## config.mk

```make
export PLATFORM = sky130hd
export DESIGN_NAME = nap_countdown_ctrl
export DESIGN_NICKNAME = d
export VERILOG_FILES = /design/src/rtl/nap_pkg.sv /design/src/rtl/bcd_time_dec.sv /design/src/rtl/nap_countdown_ctrl.sv
export SDC_FILE = /design/constraint.sdc
export NUM_CORES = 1
export LEC_CHECK = 0
export ABC_AREA = 1
export CORE_MARGIN = 5
export CORE_UTILIZATION = 60
export CTS_BUF_LIST = sky130_fd_sc_hd__clkbuf_8
export DETAILED_ROUTE_END_ITERATION = 7
export GPL_TIMING_DRIVEN = 0
export PLACE_DENSITY = 0.93
export SLEW_MARGIN = 25
export SYNTH_ARGS = -nofsm -noshare
export SYNTH_HDL_FRONTEND = slang
export SYNTH_HIERARCHICAL = 1
export SYNTH_SLANG_ARGS = --single-unit
export TNS_END_PERCENT = 30
```

## constraint.sdc

```tcl
create_clock -name clock -period 8.63 [get_ports clock]
set_clock_uncertainty 0.05 [all_clocks]
set_input_delay 1.726 -clock clock [delete_from_list [all_inputs] [get_ports clock]]
set_output_delay 1.726 -clock clock [all_outputs]
set_load 0.03 [all_outputs]
```

## src/rtl/nap_pkg.sv

```systemverilog
// ---------------------------------------------------------------------------
// nap_pkg
// Shared types and helpers for the nap countdown path.
//   nap_state_t    : controller state (IDLE, SLEEP, ALARM, DONE)
//   bcd_time_t     : HH:MM:SS as six BCD digits, [5]=H10 ... [0]=S1
//   BCD_ZERO       : 00:00:00
//   sec_to_bcd     : seconds -> BCD time (for elaboration constants)
//   bcd_time_valid : accepts a well-formed, non-zero time of day
// ---------------------------------------------------------------------------
package nap_pkg;

    typedef enum logic [1:0] {
        IDLE  = 2'd0,
        SLEEP = 2'd1,
        ALARM = 2'd2,
        DONE  = 2'd3
    } nap_state_t;

    typedef logic [5:0][3:0] bcd_time_t;

    localparam bcd_time_t BCD_ZERO = 24'h000000;

    function automatic bcd_time_t sec_to_bcd(input int secs);
        int        h;
        int        m;
        int        s;
        bcd_time_t t;
        h    = secs / 3600;
        m    = (secs % 3600) / 60;
        s    = secs % 60;
        t[5] = 4'(h / 10);
        t[4] = 4'(h % 10);
        t[3] = 4'(m / 10);
        t[2] = 4'(m % 10);
        t[1] = 4'(s / 10);
        t[0] = 4'(s % 10);
        return t;
    endfunction

    function automatic logic bcd_time_valid(input bcd_time_t t);
        logic ok;
        ok = 1'b1;
        for (int i = 0; i < 6; i++) begin
            if (t[i] > 4'd9) ok = 1'b0;
        end
        if (t[5] > 4'd2) ok = 1'b0;
        if (t[3] > 4'd5) ok = 1'b0;
        if (t[1] > 4'd5) ok = 1'b0;
        // Hours 20..23 only: H1 is limited once H10 is 2.
        if (t[5] == 4'd2 && t[4] > 4'd3) ok = 1'b0;
        if (t == BCD_ZERO) ok = 1'b0;
        return ok;
    endfunction

endpackage

```

## src/rtl/bcd_time_dec.sv

```systemverilog
// ---------------------------------------------------------------------------
// bcd_time_dec
// Combinational BCD HH:MM:SS minus one second.
//   t_in    : current time (BCD)
//   t_out   : t_in - 1 s, borrowing S1 -> S10 -> M1 -> M10 -> H1 -> H10
//   is_zero : t_out is 00:00:00
// A zero input is never decremented by the controller, so its wrap is
// irrelevant.
// ---------------------------------------------------------------------------
module bcd_time_dec
    import nap_pkg::*;
(
    input  bcd_time_t t_in,
    output bcd_time_t t_out,
    output logic      is_zero
);

    // Value a digit takes when it has to lend: seconds/minutes tens wrap to 5,
    // units wrap to 9. H10 never lends for a non-zero input.
    localparam bcd_time_t WRAP = {4'd0, 4'd9, 4'd5, 4'd9, 4'd5, 4'd9};

    always_comb begin : dec_chain
        logic borrow;
        // NOTE: t_out and borrow get a value before any branch so every path
        // assigns them; otherwise this block would infer latches.
        t_out  = t_in;
        borrow = 1'b1;
        for (int i = 0; i < 6; i++) begin
            if (borrow) begin
                if (t_in[i] == 4'd0) begin
                    t_out[i] = WRAP[i];
                end else begin
                    t_out[i] = t_in[i] - 4'd1;
                    borrow   = 1'b0;
                end
            end
        end
    end

    assign is_zero = (t_out == BCD_ZERO);

endmodule

```

## src/rtl/nap_countdown_ctrl.sv

```systemverilog
// ---------------------------------------------------------------------------
// nap_countdown_ctrl
// Holds the nap duration, counts it down once per second, rings the alarm,
// handles limited snoozing and auto-stops an unattended alarm.
//   clock, reset            : clock, asynchronous active-low reset
//   load / load_time        : validate and store a BCD HH:MM:SS reload value
//   preset_wr / preset_ld   : write load_time to / read reload from a slot
//   preset_sel              : slot index
//   start, snooze, dismiss, cancel : single-cycle control pulses
//   time_out                : reload (IDLE), 0 (DONE), else remaining time
//   sleeping/alarming/done  : state flags
//   missed                  : DONE was reached by alarm timeout
//   snooze_cnt              : snoozes used in the current nap
//   tick                    : one-cycle pulse per countdown second
//   load_err                : rejected load / preset access
// All outputs are registered from the next-state values.
// ---------------------------------------------------------------------------
module nap_countdown_ctrl
    import nap_pkg::*;
#(
    parameter int TICK_DIV          = 1000000,
    parameter int NUM_PRESETS       = 4,
    parameter int PSEL_W            = 2,
    parameter int SNOOZE_SEC        = 300,
    parameter int MAX_SNOOZE        = 3,
    parameter int ALARM_TIMEOUT_SEC = 60
) (
    input  logic              clock,
    input  logic              reset,
    input  logic              load,
    input  logic [23:0]       load_time,
    input  logic              preset_wr,
    input  logic              preset_ld,
    input  logic [PSEL_W-1:0] preset_sel,
    input  logic              start,
    input  logic              snooze,
    input  logic              dismiss,
    input  logic              cancel,
    output logic [23:0]       time_out,
    output logic              sleeping,
    output logic              alarming,
    output logic              done,
    output logic              missed,
    output logic [3:0]        snooze_cnt,
    output logic              tick,
    output logic              load_err
);

    localparam int               PSC_W      = $clog2(TICK_DIV);
    localparam int               AS_W       = $clog2(ALARM_TIMEOUT_SEC + 1);
    localparam logic [PSC_W-1:0] PSC_LAST   = PSC_W'(TICK_DIV - 1);
    localparam logic [AS_W-1:0]  AS_LAST    = AS_W'(ALARM_TIMEOUT_SEC - 1);
    localparam logic [3:0]       SNOOZE_MAX = 4'(MAX_SNOOZE);
    localparam bcd_time_t        SNOOZE_BCD = sec_to_bcd(SNOOZE_SEC);

    nap_state_t       state_q, state_n;
    bcd_time_t        reload_q, reload_n;
    bcd_time_t        remaining_q, remaining_n;
    bcd_time_t        presets_q [NUM_PRESETS];
    logic [PSC_W-1:0] psc_q, psc_n;
    logic [AS_W-1:0]  alarm_sec_q, alarm_sec_n;
    logic [3:0]       snz_n;
    logic             missed_n;
    logic             tick_n;
    logic             err_n;
    logic             wr_en;
    bcd_time_t        time_out_n;

    bcd_time_t        load_bcd;
    bcd_time_t        dec_out;
    logic             dec_zero;
    logic             load_ok;
    logic             sel_ok;
    logic             idle_or_done;
    logic             running_n;

    assign load_bcd     = load_time;
    assign load_ok      = bcd_time_valid(load_bcd);
    assign sel_ok       = int'(preset_sel) < NUM_PRESETS;
    assign idle_or_done = (state_q == IDLE) || (state_q == DONE);

    bcd_time_dec u_dec (
        .t_in    (remaining_q),
        .t_out   (dec_out),
        .is_zero (dec_zero)
    );

    // Next-state decision. The if/else order is the input priority; an input
    // that has no effect in the current state falls through to the next one.
    always_comb begin
        state_n     = state_q;
        reload_n    = reload_q;
        remaining_n = remaining_q;
        snz_n       = snooze_cnt;
        missed_n    = missed;
        alarm_sec_n = alarm_sec_q;
        err_n       = 1'b0;
        wr_en       = 1'b0;

        if (cancel) begin
            state_n     = IDLE;
            remaining_n = BCD_ZERO;
            snz_n       = 4'd0;
            missed_n    = 1'b0;
        end else if (dismiss && state_q == ALARM) begin
            state_n  = DONE;
            missed_n = 1'b0;
        end else if (snooze && state_q == ALARM && snooze_cnt < SNOOZE_MAX) begin
            state_n     = SLEEP;
            remaining_n = SNOOZE_BCD;
            snz_n       = snooze_cnt + 4'd1;
        end else if (start && idle_or_done && reload_q != BCD_ZERO) begin
            state_n     = SLEEP;
            remaining_n = reload_q;
            snz_n       = 4'd0;
            missed_n    = 1'b0;
        end else if (preset_ld && idle_or_done) begin
            if (sel_ok) reload_n = presets_q[preset_sel];
            else        err_n    = 1'b1;
        end else if (load && idle_or_done) begin
            if (load_ok) reload_n = load_bcd;
            else         err_n    = 1'b1;
        end else if (preset_wr && idle_or_done) begin
            if (sel_ok && load_ok) wr_en = 1'b1;
            else                   err_n = 1'b1;
        end else if (tick) begin
            // tick is high exactly in the cycle the prescaler sits at
            // TICK_DIV-1, so acting on it here consumes one second.
            if (state_q == SLEEP) begin
                remaining_n = dec_out;
                if (dec_zero) state_n = ALARM;
            end else if (state_q == ALARM) begin
                if (alarm_sec_q == AS_LAST) begin
                    state_n  = DONE;
                    missed_n = 1'b1;
                end else begin
                    alarm_sec_n = alarm_sec_q + 1'b1;
                end
            end
        end

        // Prescaler and alarm-second counter restart on every state entry.
        running_n = (state_n == SLEEP) || (state_n == ALARM);
        if (state_n != state_q || !running_n) begin
            psc_n = '0;
        end else if (psc_q == PSC_LAST) begin
            psc_n = '0;
        end else begin
            psc_n = psc_q + 1'b1;
        end
        if (state_n != state_q) alarm_sec_n = '0;
        tick_n = running_n && (psc_n == PSC_LAST);

        case (state_n)
            IDLE:    time_out_n = reload_n;
            DONE:    time_out_n = BCD_ZERO;
            default: time_out_n = remaining_n;
        endcase
    end

    always_ff @(posedge clock or negedge reset) begin
        if (!reset) begin
            state_q     <= IDLE;
            reload_q    <= BCD_ZERO;
            remaining_q <= BCD_ZERO;
            psc_q       <= '0;
            alarm_sec_q <= '0;
            time_out    <= BCD_ZERO;
            sleeping    <= 1'b0;
            alarming    <= 1'b0;
            done        <= 1'b0;
            missed      <= 1'b0;
            snooze_cnt  <= 4'd0;
            tick        <= 1'b0;
            load_err    <= 1'b0;
        end else begin
            // NOTE: non-blocking assignments so every register samples the
            // pre-edge values; blocking ones here would chain within the edge.
            state_q     <= state_n;
            reload_q    <= reload_n;
            remaining_q <= remaining_n;
            psc_q       <= psc_n;
            alarm_sec_q <= alarm_sec_n;
            time_out    <= time_out_n;
            sleeping    <= (state_n == SLEEP);
            alarming    <= (state_n == ALARM);
            done        <= (state_n == DONE);
            missed      <= missed_n;
            snooze_cnt  <= snz_n;
            tick        <= tick_n;
            load_err    <= err_n;
        end
    end

    // NOTE: the slots are a few flops rather than a RAM macro, and an unwritten
    // slot must read back as 00:00:00, so they take the reset like other state.
    always_ff @(posedge clock or negedge reset) begin
        if (!reset) begin
            for (int i = 0; i < NUM_PRESETS; i++) presets_q[i] <= BCD_ZERO;
        end else if (wr_en) begin
            presets_q[preset_sel] <= load_bcd;
        end
    end

endmodule

```

# Yosys cells after proc, flatten, opt, wreduce, memory -nomap -nowiden
# Cells that the tools add are included.
[classes]
order_cmp = 13
n_mux = 111
n_addsub = 9
reduce_logical = 35
bitwise_logic = 1
n_eq_ne = 26
[op_table]
columns = ["op", "n"]
rows = [
  ["2-to-1 mux 24 bit", 19],
  ["bitwise mux 96 bit", 1],
  ["2-to-1 mux 6 bit", 12],
  ["2-to-1 mux 4 bit", 15],
  ["binary-select mux 24 bit (select 2 bit)", 1],
  ["demux 24 bit (select 2 bit)", 1],
  ["zero test 24 bit", 2],
  ["case mux 24 bit (2 select lines)", 1],
  ["2-to-1 mux 1 bit", 47],
  ["equality test 20 bit, second input constant", 2],
  ["2-to-1 mux 20 bit", 2],
  ["greater-than comparator 4 bit, second input constant", 6],
  ["zero test 4 bit", 6],
  ["2-to-1 mux 2 bit", 12],
  ["nonzero test 24 bit", 1],
  ["subtractor 4 x 1 -> 4 bit, second input constant", 6],
  ["adder 20 x 1 -> 20 bit, second input constant", 1],
  ["inequality test 2 x 1 -> 1 bit, second input constant", 9],
  ["inequality test 4 bit, second input constant", 4],
  ["nonzero test 4 bit", 3],
  ["logical AND 1 bit", 11],
  ["AND reduction 11 bit", 1],
  ["equality test 2 bit, second input constant", 4],
  ["greater-than comparator 4 x 2 -> 1 bit, second input constant", 2],
  ["20 further kinds", 26],
]
[word_totals]
elab_cells = 242
out_inout_bits = 34
input_bits = 35
regBits = 206

# Logic depth before layout (Yosys ltp)
[logic_depth]
word_depth = 25
ltp_mapped = 24
depth_no_buf = 23

# Cells and area by module
# Netlist, hierarchy kept.
[modules_own_cells]
columns = ["module", "cells_each", "instances", "seq_area_each_um2", "area_each_um2"]
rows = [
  ["nap_countdown_ctrl", 1184, 1, 5154.9, 9835.7],
  ["bcd_time_dec", 148, 1, 0.0, 700.7],
]

# Worst setup path before layout
# OpenSTA, ideal clock, no wires.
[synth_path]
path_type = "input to register"
startpoint = "input port preset_ld"
endpoint = "register time_out[0]"
slack_ps = 4842
arrival_time_ps = 3602
stages = 16
setup_ps = 136
cell_sequence = "nand2_2 -> nand2_1 -> nor2_2 -> inv_1 -> nand2_1 -> nand2_1 -> nor2_1 -> nand2_1 -> nand2_1 -> inv_1 -> ha_1 -> clkbuf_1 -> nor2_1 -> inv_1 -> clkbuf_1 -> o21ai_0"
[synth_rtl]
columns = ["item", "line_no", "rtl"]
rows = [
  ["start: declaration", "nap_countdown_ctrl.sv:33", "input logic preset_ld,"],
  ["end signal: assignment", "nap_countdown_ctrl.sv:184", "time_out <= time_out_n;"],
  ["end: declaration", "nap_countdown_ctrl.sv:39", "output logic [23:0] time_out,"],
]

==> flow_summary.yaml <==
status:
  status: "finished clean"
clock_network:
  cts_made_buffers: 34
  clkTransAtPathRegs_ns: 0.06
  clockBufferDepth: 3
  cts.repair_timing.setup_buffer_count: 0
  tritoncts: "done"
  postCtsResizedCells: 0
  cts-hold-fix-buffers: 0
  count_of_clock_tree_sinks: 206
  cts_htree_levels: 2
  cts_root_buffer: "sky130_fd_sc_hd__clkbuf_8"
  insertion_delay_ns: 0.53
sta:
  grt_setup_unrepaired: "false"
  worst_pin_slew_ns: 0.6823
  timing.final.crit_share_pct: 55.16
  max-slew-margin-rel_pct: 54.51
  clock.fmax_ghz: 0.2101
  final_worst_path_setup_slack_ns: 3.869
  final-hold-violation-count: 0
  fin_tns_setup_ns: 0
  final-setup-viol-count: 0
  report.final.slew_viol_count: 0
  fin_crit_ns: 4.761
critical_path:
  critical_path_class: "in -> reg"
  worstPathMaxFanout: 10
  critPathArrivalTime_ns: 5.05
  critPathRequiredTime_ns: 8.92
  critical_path.n_buffers_inverters: 6
  cp_cell_sequence: "clkdlybuf4s50_1 -> nand2_2 -> nand2_1 -> nor2_2 -> inv_1 -> nand2_1 -> nand2_1 -> nor2_1 -> nand2_1 -> nand2_1 -> inv_1 -> ha_1 -> clkbuf_1 -> nor2_1 -> inv_1 -> clkbuf_1 -> o21ai_0"
  critPathSlowestCell: "sky130_fd_sc_hd__clkdlybuf4s50_1"
  worstSetupStartpoint: "preset_ld"
  critPathCaptureType: "flop"
  worst_path_most_repeated_cell: "sky130_fd_sc_hd__nand2_1"
  worstReg2RegStart: "remaining_q[7]$_DFF_PN0_"
  critPathLaunchType: "input port"
  critical_path.top_delay_family: "buffers and inverters"
  critPathMaxStageDelay_ns: 0.43
power:
  clkPwrFrac_pct: 34.0
  vdd.ir_drop.worst_v: 0.0001187
  total_leakage_power_nw: 5.788
  netSwitchingFraction_pct: 31.38
  total_power_mw: 2.351
  p_switching_uw: 737.8
  pwr-share-seq_pct: 46.4
  cell_internal_pwr_mw: 1.613
  comb_power_share_pct: 19.6
  power.density_cell_area_mw_per_mm2: 193.0
placement:
  gpl.final_weighted_congestion: 0.9109
  preCtsSetupSlack_ns: 3.403
  portBuffers: 68
  dpl.hpwl_um: 20960
grt:
  grt_start_max_net_pins: 98
  grt_first_pass_wirelength_um: 46380
  grt_pass1_vias: 9438
  track_usage_pct: 28.29
  gr-total-overflow: 0
  grt_antenna_before_repair: 0
layout:
  mostFrequentLayoutCells: "303 x sky130_fd_sc_hd__nand2_1, 206 x sky130_fd_sc_hd__dfrtp_1, 180 x sky130_fd_sc_hd__inv_1, 161 x sky130_fd_sc_hd__o21ai_0, 120 x sky130_fd_sc_hd__nor2_1"
  insertedDiodeCount: 0
  final_layout_size_suffix_gt1_share_pct: 6.859
  layout.nets: 1484
  final_common_cell: "sky130_fd_sc_hd__nand2_1"
  area.growth.synth_to_final_pct: 15.60
floorplan:
  die_area_mm2: 0.02031
  floorplan.core_area_mm2: 0.01724
  cell_row_count: 48
  die_y_um: 142.5
  initial_core_utilization_pct: 61.13
  boundaryPins: 69
  die_width_um: 142.5
synth:
  synth_xor_area_share_pct: 1.330
  yosysWarningCount: 6
  mux_contribution_to_synthesized_area_pct: 0
  synth-adder-area-share_pct: 1.306
  synth_compound_area_share_pct: 17.41
  area_share_of_the_leading_cell_type_in_the_synthesized_netlist_pct: 48.93
  post-synth-top-area-cell: "sky130_fd_sc_hd__dfrtp_1"
  synth-main-ff-cell: "sky130_fd_sc_hd__dfrtp_1"
  yosysSeqAreaShare_pct: 48.93
  syn_area_per_cell_um2: 7.910
  synth_cell_types: 44
  synth_fp_nets: 1378
  top_cells_by_area_synth: "sky130_fd_sc_hd__dfrtp_1 49%, sky130_fd_sc_hd__nand2_1 11%, sky130_fd_sc_hd__o21ai_0 7.6%, sky130_fd_sc_hd__inv_1 5.9%, sky130_fd_sc_hd__nor2_1 4.3%"
  synth_simple_gate_area_share_pct: 22.44
  number_of_enable_flip_flop_cells_after_synthesis: 0
  async_reset_ff_share_pct: 100.0
  post_synthesis_instance_total: 1332
  yosys_register_bits: 206
  post_synth_instance_area_mm2: 0.01054
  synth_top_family_by_area: "simple AND/OR/NAND/NOR gates"
detailed_routing:
  drc_violations_left: 0
  detail_route.first_pass.iterations: 5
  via_count: 9728
  drt-wirelength-per-cell_um: 16.75
  number_of_design_rule_violations_left_by_the_first_detailed_router_iteration: 1067
  post_drt_antenna_nets: 0
  route.final.wire_length_um: 28200
  avgViaCountPerCell: 5.780
min_path:
  min_from: "presets_q[86]$_DFFE_PN0P_"
  min-delay-path-class: "reg -> reg"
run:
  cap_viol_max_count: 0
[sequential cells by signal, summed over array words and instances, names as in the netlist]
| register | cells |
|---|---|
| snooze_cnt | 4 |
| done | 1 |
| load_err | 1 |
| missed | 1 |
| alarming | 1 |
| tick | 1 |
| sleeping | 1 |
| state_q | 2 |
| reload_q | 24 |
| remaining_q | 24 |
| alarm_sec_q | 6 |
| time_out | 24 |
| presets_q | 96 |
| psc_q | 20 |
[logic make-up after synthesis]
kind of cell,after synthesis
fa+ha+maj,11
simple gates,545
buf+inv,226
xor+xnor,16
flops,206
compound gates,328
[stage by stage]
stage / utilization [%] / instances / hold slack (ns) / area, um2
global placement: 66.71 / 1625 / 0.4155 / 11500
CTS: 70.67 / 1683 / 0.4382 / 12180
detailed placement: 67.06 / 1627 / 0.4234 / 11560
finish: 70.67 / 1683 / 0.4346 / 12180
global route: 70.67 / 1683 / 0.4616 / 12180
floorplan: - / 1332 / 0.4033 / 10540
[worst min-delay path, stage by stage, from the launching register on]
cell                      delay (ns)
sky130_fd_sc_hd__dfrtp_1        0.34
sky130_fd_sc_hd__nand2_1        0.05
sky130_fd_sc_hd__o21ai_0        0.06
[cell type report]
class,instances,area (um2)
inverter,171,643.1
fill,1288,5056
sequential,206,5155
clock inverter,16,71.32
multi-input combinational,900,4477
buffer,55,261.5
tap,225,281.5
clock buffer,40,550.5
timing repair buffer,70,740.7
[synth_stat cells (all sizes together), types with 3 or more instances]
master  instances
nand2         312
dfrtp         206
o21ai         200
inv           170
nor2          129
nand3          59
a21oi          51
clkbuf         29
buf            26
o211ai         19
o22ai          19
a22o           16
nand4          16
nor3           14
xor2           14
ha             11
a211oi          9
a22oi           7
nor4            5
o31ai           4
nand3b          3
or2             3
[path summary, 6_finish.rpt]
path,to,cells past startpoint,slack [ns]
min reg2reg,presets_q[86]$_DFFE_PN0P_,2,0.43
max in group asynchronous,presets_q[27]$_DFFE_PN0P_,2,6.84
max,time_out[1]$_DFF_PN0_,17,3.87
min,presets_q[86]$_DFFE_PN0P_,2,0.43
max reg2reg,time_out[1]$_DFF_PN0_,24,3.96
min in group asynchronous,snooze_cnt[3]$_DFFE_PN0P_,1,0.98
[metal layers]
layer | track usage [%] | share of wire, % | routed length (um) | vias to the layer above
li1 | - | - | - | 4584
met1 | 37.78 | 40 | 11300 | 4541
met2 | 46.41 | 48 | 13420 | 522
met3 | 5.780 | 9.3 | 2626 | 81
met4 | 9.755 | 3.0 | 851 | 0
met5 | 0 | 0 | 0 | -
[power groups by stage]
stage | Clock, mW | Combinational (mW) | Sequential, mW
floorplan | 0 | 0.224 | 1.15
global placement | 0 | 0.437 | 1.10
detailed placement | 0 | 0.454 | 1.10
CTS | 0.804 | 0.457 | 1.09
global route | 0.854 | 0.504 | 1.10
finish | 0.799 | 0.461 | 1.09
Power figures use the tool's default switching activity.
